<file path="config.mk">
export PLATFORM = sky130hd
export DESIGN_NAME = awb_gain_stat
export DESIGN_NICKNAME = d
export VERILOG_FILES = /design/src/rtl/awb_gain_stat_pkg.sv /design/src/rtl/awb_gain_stat_sat_acc.sv /design/src/rtl/awb_gain_stat.sv
export SDC_FILE = /design/constraint.sdc
export NUM_CORES = 1
export LEC_CHECK = 0
export ABC_AREA = 1
export CAP_MARGIN = 10
export CORE_MARGIN = 2
export CORE_UTILIZATION = 57
export CTS_CLUSTER_SIZE = 40
export DETAILED_ROUTE_END_ITERATION = 10
export HOLD_SLACK_MARGIN = 0.12
export PLACE_DENSITY = 0.78
export RECOVER_POWER = 100
export SYNTH_ARGS = -nofsm -noshare
export SYNTH_HDL_FRONTEND = slang
export SYNTH_HIERARCHICAL = 1
export SYNTH_SLANG_ARGS = --single-unit
</file>
<file path="constraint.sdc">
create_clock -name clk -period 2.75 [get_ports clk]
set_input_delay 0.6875 -clock clk [delete_from_list [all_inputs] [get_ports clk]]
set_output_delay 0.6875 -clock clk [all_outputs]
set_load 0.01 [all_outputs]
</file>
<file path="src/rtl/awb_gain_stat_pkg.sv">
// Shared definitions for the gray-world AWB statistics stage and the
// downstream multiply/divide stage that decodes skip_index.
package awb_gain_stat_pkg;

  localparam logic [15:0] GAIN_UNITY = 16'h0101;

  localparam logic [1:0] CH0 = 2'd0;
  localparam logic [1:0] CH1 = 2'd1;
  localparam logic [1:0] CH2 = 2'd2;

  typedef enum logic [1:0] {
    ST_ACC,
    ST_CMP,
    ST_NORM,
    ST_OUT
  } awb_state_t;

  // Divisor bytes must never be zero.
  function automatic logic [7:0] clamp_div(input logic [7:0] v);
    return (v == 8'd0) ? 8'd1 : v;
  endfunction

endpackage

</file>
<file path="src/rtl/awb_gain_stat_sat_acc.sv">
// Saturating per-channel pixel accumulator. `sum` is the accumulator plus the
// pixel presented this cycle, so a frame-end snapshot can include that pixel.
module sat_acc #(
  parameter int unsigned ACC_W = 32
) (
  input  logic             clk,
  input  logic             rst_n,
  input  logic             add_en,
  input  logic [7:0]       add_val,
  input  logic             clr,
  output logic [ACC_W-1:0] sum
);

  logic [ACC_W-1:0] acc;
  logic [ACC_W:0]   wide;

  assign wide = {1'b0, acc} + {{(ACC_W-7){1'b0}}, add_val};

  always_comb begin
    sum = acc;
    if (add_en) begin
      sum = wide[ACC_W] ? '1 : wide[ACC_W-1:0];
    end
  end

  always_ff @(posedge clk or negedge rst_n) begin
    if (!rst_n) begin
      acc <= '0;
    end else if (clr) begin
      acc <= '0;
    end else begin
      acc <= sum;
    end
  end

endmodule

</file>
<file path="src/rtl/awb_gain_stat.sv">
// Gray-world white-balance statistics: per-frame channel sums, reference
// channel selection, 8-bit normalisation and gain ratio output.
module awb_gain_stat
  import awb_gain_stat_pkg::*;
#(
  parameter int unsigned ACC_W = 32
) (
  input  logic        clk,
  input  logic        rst_n,
  input  logic        src_valid,
  input  logic [23:0] src_data,
  input  logic        frame_end,
  output logic        gain_valid,
  output logic [1:0]  skip_index,
  output logic [15:0] gain_mul,
  output logic [15:0] gain_div,
  output logic        busy
);

  awb_state_t       state, state_nx;
  logic [ACC_W-1:0] sum  [3];
  logic [ACC_W-1:0] snap [3];
  logic [ACC_W-1:0] ref_val;
  logic [1:0]       ref_idx, cmp_idx;
  logic [7:0]       lo_val, hi_val;
  logic             take_snap, norm_shift, norm_done;

  sat_acc #(.ACC_W(ACC_W)) u_acc0 (
    .clk(clk), .rst_n(rst_n), .add_en(src_valid), .add_val(src_data[7:0]),
    .clr(frame_end), .sum(sum[0])
  );
  sat_acc #(.ACC_W(ACC_W)) u_acc1 (
    .clk(clk), .rst_n(rst_n), .add_en(src_valid), .add_val(src_data[15:8]),
    .clr(frame_end), .sum(sum[1])
  );
  sat_acc #(.ACC_W(ACC_W)) u_acc2 (
    .clk(clk), .rst_n(rst_n), .add_en(src_valid), .add_val(src_data[23:16]),
    .clr(frame_end), .sum(sum[2])
  );

  assign busy      = (state != ST_ACC);
  assign take_snap = frame_end && (state == ST_ACC);

  always_comb begin
    cmp_idx = CH0;
    if (snap[1] > snap[0]) begin
      cmp_idx = CH1;
    end
    if (snap[2] > ((cmp_idx == CH1) ? snap[1] : snap[0])) begin
      cmp_idx = CH2;
    end
  end

  always_comb begin
    ref_val = snap[0];
    lo_val  = snap[1][7:0];
    hi_val  = snap[2][7:0];
    unique case (ref_idx)
      CH1: begin
        ref_val = snap[1];
        lo_val  = snap[0][7:0];
        hi_val  = snap[2][7:0];
      end
      CH2: begin
        ref_val = snap[2];
        lo_val  = snap[0][7:0];
        hi_val  = snap[1][7:0];
      end
      default: ;
    endcase
  end

  assign norm_shift = (state == ST_NORM) && (ref_val[ACC_W-1:8] != '0);
  assign norm_done  = (state == ST_NORM) && (ref_val[ACC_W-1:8] == '0);

  always_comb begin
    state_nx = state;
    unique case (state)
      ST_ACC:  if (frame_end) state_nx = ST_CMP;
      ST_CMP:  state_nx = ST_NORM;
      ST_NORM: if (norm_done) state_nx = ST_OUT;
      ST_OUT:  state_nx = ST_ACC;
      default: state_nx = ST_ACC;
    endcase
  end

  always_ff @(posedge clk or negedge rst_n) begin
    if (!rst_n) begin
      state   <= ST_ACC;
      ref_idx <= CH0;
      for (int unsigned i = 0; i < 3; i++) snap[i] <= '0;
    end else begin
      state <= state_nx;
      if (state == ST_CMP) ref_idx <= cmp_idx;
      for (int unsigned i = 0; i < 3; i++) begin
        if (take_snap) snap[i] <= sum[i];
        else if (norm_shift) snap[i] <= snap[i] >> 1;
      end
    end
  end

  // Outputs load on the NORM->OUT edge so they are already visible during OUT.
  always_ff @(posedge clk or negedge rst_n) begin
    if (!rst_n) begin
      gain_valid <= 1'b0;
      skip_index <= CH0;
      gain_mul   <= GAIN_UNITY;
      gain_div   <= GAIN_UNITY;
    end else begin
      gain_valid <= norm_done;
      if (norm_done) begin
        if (ref_val[7:0] == 8'd0) begin
          skip_index <= CH0;
          gain_mul   <= GAIN_UNITY;
          gain_div   <= GAIN_UNITY;
        end else begin
          skip_index <= ref_idx;
          gain_mul   <= {ref_val[7:0], ref_val[7:0]};
          gain_div   <= {clamp_div(hi_val), clamp_div(lo_val)};
        end
      end
    end
  end

endmodule

</file>
==> qor.csv, run 1 <==
metric;value;unit
fin_cells;3239;
row_count;63;
syn-num-nets;2722;
slew_headroom;-12.6;%
hold_viol;0;
io_pins;64;
place_area;0.0195;mm^2
tightest_slew;1.69;ns
cts_buffer_depth;3;
pre_cts_slack;-0.482;ns
yosysMostFrequentCell;nand2_1;
fin_util;69.9;%
synth.largest_area_cell;dfrtp_1;
syn_inst;2597;
clkSlewWorstSetupHoldPaths;0.06;ns
power.switching;10.8;mW
avgSynthCellArea;6.60;um^2
multi_input_area;0.00997;mm^2
max_cap_viol_count;1;
synth_seq_cells;223;
coreArea;0.0296;mm^2
grt_pass1_vias;17200;
gp_congestion;0.970;
pwr-share-clk;16.7;%
wl_per_cell;15.8;um
pwr-share-comb;65.0;%
syn_area;0.0171;mm^2
slew_viol_final;64;
die-area;0.0315;mm^2
final_layout_size_suffix_gt1_share;15.0;%
finalPower;22.4;mW
pwr_density_cell;1080;mW/mm^2
grt_use_total;32.2;%
vias;18000;
finalSetupViolCount;90;
fin_nets;2955;
synth-compound-area-share;7.43;%
diodes;0;
drt_iter0_drc;1726;
synthToLayoutAreaGrowth;20.9;%
post-route-period-util;116;%
fin_ws;-0.434;ns
root_buffer;clkbuf_16;
grt_max_degree;138;
p_seq_share;18.3;%
synth_common_cells;1019 x nand2_1, 297 x inv_1, 220 x dfrtp_1, 217 x nand3_1, 163 x nor2_1;
port_buffers;63;
die_w;177;um
grt_pass1_wl;83.1;mm
violations;capacitance limit, slew limit, setup timing;
firstDrtPassIters;7;
swShare;48.3;%
synth_area_leaders;dfrtp_1 32%, nand2_1 22%, ha_1 6.9%;
crit_arrival;3.67;ns
place_hpwl;37.4;mm
cp-end-kind;flop;
regArea;0.00558;mm^2
cts_tree;yes;
worst_ep_required_time;3.23;ns
yosys_warnings;6;
startpoint_type;flop;
crit_type;flop to flop;
timing.hold.ws;0.483;ns
synth_simple_gate_area_share;41.1;%
synth_top_family_by_area;simple AND/OR/NAND/NOR gates;
antenna_found_initial;0;
holdCritPathClass;flop to flop;
antenna_left;0;
synth_edf_count;0;
crit_fanout;8;
place_inst;3177;
fmax;0.314;GHz
ctsHtreeMaxLevel;1;
synth-adder-area-share;7.21;%
ir_drop;1.58;mV
cts.sinks;223;
die_h;177;um
yosysSeqAreaShare;32.6;%
grt_overflow;0;
ys_types;44;
status;complete, but fails checks;
tns;-8.68;ns
synth_xor_area_share;1.28;%
clkLatencyLatePin;0.55;ns
vias_per_cell;5.56;
rsz0062_at_grt;true;
period_needed;3.18;ns
drc;0;
cts_buffers;27;
async_flop_share;100;%
p_int;11.6;mW
skew;0.00988;ns
routed_wl;51.3;mm
fillers;2460;
design_area;0.0207;mm^2
yosysTopAreaCellShare;32.1;%
initial_utilization;57.8;%
synth.area.mux_share;0;%
ys.flop_type;dfrtp_1;
total_leakage_power;11.4;nW
-- path summary, 6_finish.rpt --
| path | startpoint | endpoint | slack [ns] | cells past startpoint |
|---|---|---|---|---|
| worst max register to register | snap[61]$_DFFE_PN0P_ | ref_idx[0]$_DFFE_PN0N_ | -0.43 | 21 |
| worst max-delay path | snap[61]$_DFFE_PN0P_ | ref_idx[0]$_DFFE_PN0N_ | -0.43 | 21 |
| worst min register to register | gain_div[0]$_DFFE_PN1P_ | gain_div[0]$_DFFE_PN1P_ | 0.48 | 2 |
| max in group asynchronous | rst_n | snap[55]$_DFFE_PN0P_ | 0.30 | 3 |
| min in group asynchronous | rst_n | u_acc2/acc[13]$_DFF_PN0_ | 1.12 | 2 |
| worst min-delay path | gain_div[0]$_DFFE_PN1P_ | gain_div[0]$_DFFE_PN1P_ | 0.48 | 2 |
-- area by class of cell --
| cell class | count | area share, % |
|---|---|---|
| tap | 390 | 2.35 |
| inverter | 314 | 5.70 |
| timing repair buffer | 308 | 12.5 |
| clock buffer | 39 | 3.67 |
| multi-input combinational | 1956 | 48.1 |
| sequential | 223 | 26.9 |
| clock inverter | 9 | 0.736 |
-- power by group through the flow --
stage / combinational, mW / sequential, mW / clock (mW)
2_1_floorplan: 7.87 / 4.15 / 0
3_3_place_gp: 11.1 / 4.12 / 0
3_5_place_dp: 11.7 / 4.14 / 0
4_1_cts: 12.4 / 4.09 / 3.79
5_1_grt: 16.0 / 4.13 / 3.92
6_report: 14.6 / 4.09 / 3.75
-- what timing repair did --
item	CTS	global route
cloned	1	3
resized for setup	18	64
pin swaps	3	37
hold buffers	1	0
endpoints found under the setup margin	2	10
hold endpoints to repair	34	0
setup buffers	2	7
-- placed cells by master, fill, tap and decap left out, types with 10 or more instances in the layout --
cell,Yosys,routed
clkbuf_16,0,30
a21oi_1,63,62
nand2_2,14,22
o22ai_1,15,14
nor2_1,163,157
o21ai_1,29,37
xnor2_1,15,15
clkbuf_1,47,11
inv_1,297,295
xor2_1,10,10
nand3b_1,23,23
nand3_1,217,222
a21oi_2,11,11
nor2_2,14,20
o21ai_0,105,93
clkbuf_4,0,18
nand2_1,1019,1010
nor3_1,39,38
ha_1,94,82
nand3_4,17,13
inv_2,13,14
o21ai_2,6,10
dlygate4sd3_1,0,40
buf_4,16,207
nand4_1,47,47
dfrtp_1,220,220
clkdlybuf4s50_1,0,21
nand3_2,15,14
ha_4,0,11
-- registers in the layout (all words and copies together), names as in the netlist, 2 cells and up --
name,cells
gain_div,16
gain_mul,8
ref_idx,2
skip_index,2
snap,96
state,2
u_acc0/acc,32
u_acc1/acc,32
u_acc2/acc,32
-- per-layer routing --
layer,vias up,GRT usage [%],routed length (um)
met2,728,54.6,24400
met1,8410,41.6,21100
met5,-,0,0
li1,8691,-,-
met4,0,13.3,2300
met3,181,3.92,3530
-- critical path, cell delays in order (launching register included) --
cell       delay [ns]
dfrtp_1          0.39
ha_1             0.30
nand2_1          0.11
nor2_4           0.12
nand2_2          0.09
buf_4            0.14
nor2_2           0.14
nand3_2          0.16
nand2_8          0.18
clkbuf_16        0.19
nand2_1          0.10
o21ai_2          0.12
ha_4             0.24
a21oi_1          0.15
o21ai_0          0.12
nand2_1          0.07
nand2_1          0.04
a21oi_1          0.12
nand2_1          0.07
nand2_1          0.08
nand3_1          0.08
nand2_1          0.08
-- kinds of logic (layout without fill, tap and decap cells) --
kind of cell / Yosys count / count (layout)
XOR/XNOR: 25 / 25
buffers and inverters: 418 / 670
flip-flops: 223 / 223
AND/OR/NAND/NOR: 1599 / 1599
adder cells (fa/ha/maj): 97 / 97
AO/OA/AOI/OAI: 235 / 235
Power figures use the tool's default switching activity.
==> run 2, diff against run 1 <==
- CORE_MARGIN: 2 -> 10
==> qor.csv, run 2 (synthesis gave the netlist of run 1 again) <==
metric;value;unit;change
critPathTopFamily;simple AND/OR/NAND/NOR gates;;
clkLatencyLatePin;0.55;ns;about the same
top_usage_layer;met2;;
fmax;0.311;GHz;-1.1%
worst-path-buf-inv;4;;+2
pwr_density_cell;1130;mW/mm^2;+4.8%
fin_util;71.2;%;+1.3 points
place_area;0.0196;mm^2;+0.46%
vias;18200;;+0.93%
grt_pass1_vias;17800;;+3.2%
fin_nets;2964;;+0.30%
final_layout_size_suffix_gt1_share;17.1;%;+2.1 points
coreArea;0.0296;mm^2;unchanged
max_stage_delay;0.38;ns;about the same
root_buffer;clkbuf_16;;
die-area;0.0374;mm^2;+19%
io_pins;64;;unchanged
gr-usage-met2;47.4;%;-7.2 points
gp_congestion;0.976;;+0.65%
vias_per_cell;5.59;;+0.62%
ctsHtreeMaxLevel;1;;unchanged
skew;0.0180;ns;+0.00816 ns
cts_buffer_depth;3;;unchanged
crit_fanout;6;;-2
routed_wl;54.6;mm;+6.5%
clkSlewWorstSetupHoldPaths;0.06;ns;about the same
slew_viol_final;67;;+4.7%
cts.sinks;223;;unchanged
diodes;0;;unchanged
row_count;63;;unchanged
grt_use_total;27.3;%;-4.8 points
firstDrtPassIters;6;;-1
finalSetupViolCount;75;;-17%
total_leakage_power;11.5;nW;+0.78%
fin_cells;3249;;+0.31%
final_cell_mix;995 x nand2_1, 282 x inv_1, 223 x buf_4;;
crit_slowest_cell;dfrtp_1;;
final_common_cell;nand2_1;;
cp-end-kind;flop;;
wl_per_cell;16.8;um;+6.2%
design_area;0.0211;mm^2;+1.8%
critical_path.cell_chain;inv_2 > ha_1 > nand2_2 > nor2_4 > nand2_2 > nor3b_4 > nand2_2 > nand2_2 > nand2_4 > buf_12 > buf_12 > clkbuf_16 > nand2_4 > o21ai_2 > ha_1 > nand4_1 > nor4_2 > nand2_1 > nand2_1 > nand2_1 > nand3_1 > nand2_1;;
rsz0062_at_grt;true;;
largest_register;snap;;
grt_max_degree;148;;+7.2%
synthToLayoutAreaGrowth;23.1;%;
post-route-period-util;117;%;+1.2 points
period_needed;3.22;ns;+0.0340 ns
antenna_left;0;;unchanged
ir_drop;1.13;mV;-28%
hold_viol;0;;unchanged
timing.hold.ws;0.433;ns;-0.0505 ns
grt_pass1_wl;87.6;mm;+5.4%
crit_arrival;3.65;ns;-0.02 ns
status;complete, but fails checks;;
place_hpwl;38.4;mm;+2.7%
worst_ep_required_time;3.18;ns;-0.05 ns
tightest_slew;1.74;ns;+0.0465 ns
use_met3;3.58;%;-0.34 points
die_w;193;um;+9.0%
place_inst;3179;;+0.063%
drc;0;;unchanged
violations;capacitance limit, slew limit, setup timing;;
grt_overflow;0;;unchanged
grt_use_met1;33.5;%;-8.1 points
largest_reg_flops;96;;unchanged
port_buffers;63;;unchanged
crit_type;flop to flop;;
initial_utilization;57.8;%;unchanged
cts_buffers;26;;-3.7%
startpoint_type;flop;;
drt_iter0_drc;1940;;+12%
cts_tree;yes;;
holdCritPathClass;primary input to flop;;
fin_ws;-0.468;ns;-0.0340 ns
antenna_found_initial;0;;unchanged
slew_headroom;-15.7;%;-3.1 points
die_h;193;um;+9.0%
max_cap_viol_count;1;;unchanged
-- run 2: worst paths after layout --
check / cells after the start / slack, ns / startpoint / end
max: 22 / -0.47 / snap[84]$_DFFE_PN0P_ / ref_idx[0]$_DFFE_PN0N_
min: 2 / 0.43 / frame_end / u_acc1/acc[29]$_DFF_PN0_
max reg2reg: 22 / -0.47 / snap[84]$_DFFE_PN0P_ / ref_idx[0]$_DFFE_PN0N_
min reg2reg: 2 / 0.48 / gain_div[3]$_DFFE_PN0P_ / gain_div[3]$_DFFE_PN0P_
max in group asynchronous: 3 / 0.16 / rst_n / u_acc0/acc[28]$_DFF_PN0_
min in group asynchronous: 2 / 1.14 / rst_n / u_acc2/acc[7]$_DFF_PN0_
-- run 2: power breakdown --
part	internal (mW)	total, mW	switching [mW]
Clock	2.02	3.49	1.46
Sequential	3.76	4.12	0.366
Combinational	6.52	16.3	9.79
-- run 2: worst register-to-register path, delay by kind of cell, from the launching register on --
kind | cells | cell delay [ns]
AOI/OAI and AO/OA | 1 | 0.05
adders and majority gates | 2 | 0.62
DFF | 1 | 0.38
and+or+nand+nor | 15 | 1.59
buffers and inverters | 4 | 0.50
-- run 2: repair_timing --
action                                  CTS  global route
pin swaps                                40            45
endpoints found under the hold margin     2             0
gates cloned                              3             1
hold buffers                              1             0
endpoints found under the setup margin    2            11
buffers inserted                          6            11
gates resized for setup                  68            90
-- run 2: per-layer routing --
layer,wire [um],up-vias
li1,-,8732
met1,22100,8512
met2,26700,753
met3,3510,181
met4,2300,0
met5,0,-
-- run 2: metrics by stage --
step / power, mW / worst slack, ns / TNS [ns]
final: 23.9 / -0.468 / -5.52
after global routing: 25.3 / -0.587 / -40.42
after CTS: 21.9 / -0.391 / -0.740
after detailed placement: 16.3 / -0.602 / -31.69
after global placement: 15.8 / -0.540 / -22.17
after floorplan: 12.0 / -0.0247 / -0.0247
-- run 2: area by class of cell --
class                      instances  area [um^2]
timing repair buffer             318         2770
fill                            2417         8530
tap                              390          488
inverter                         314         1180
clock buffer                      38          767
clock inverter                    10         85.1
multi-input combinational       1956        10200
sequential                       223         5590
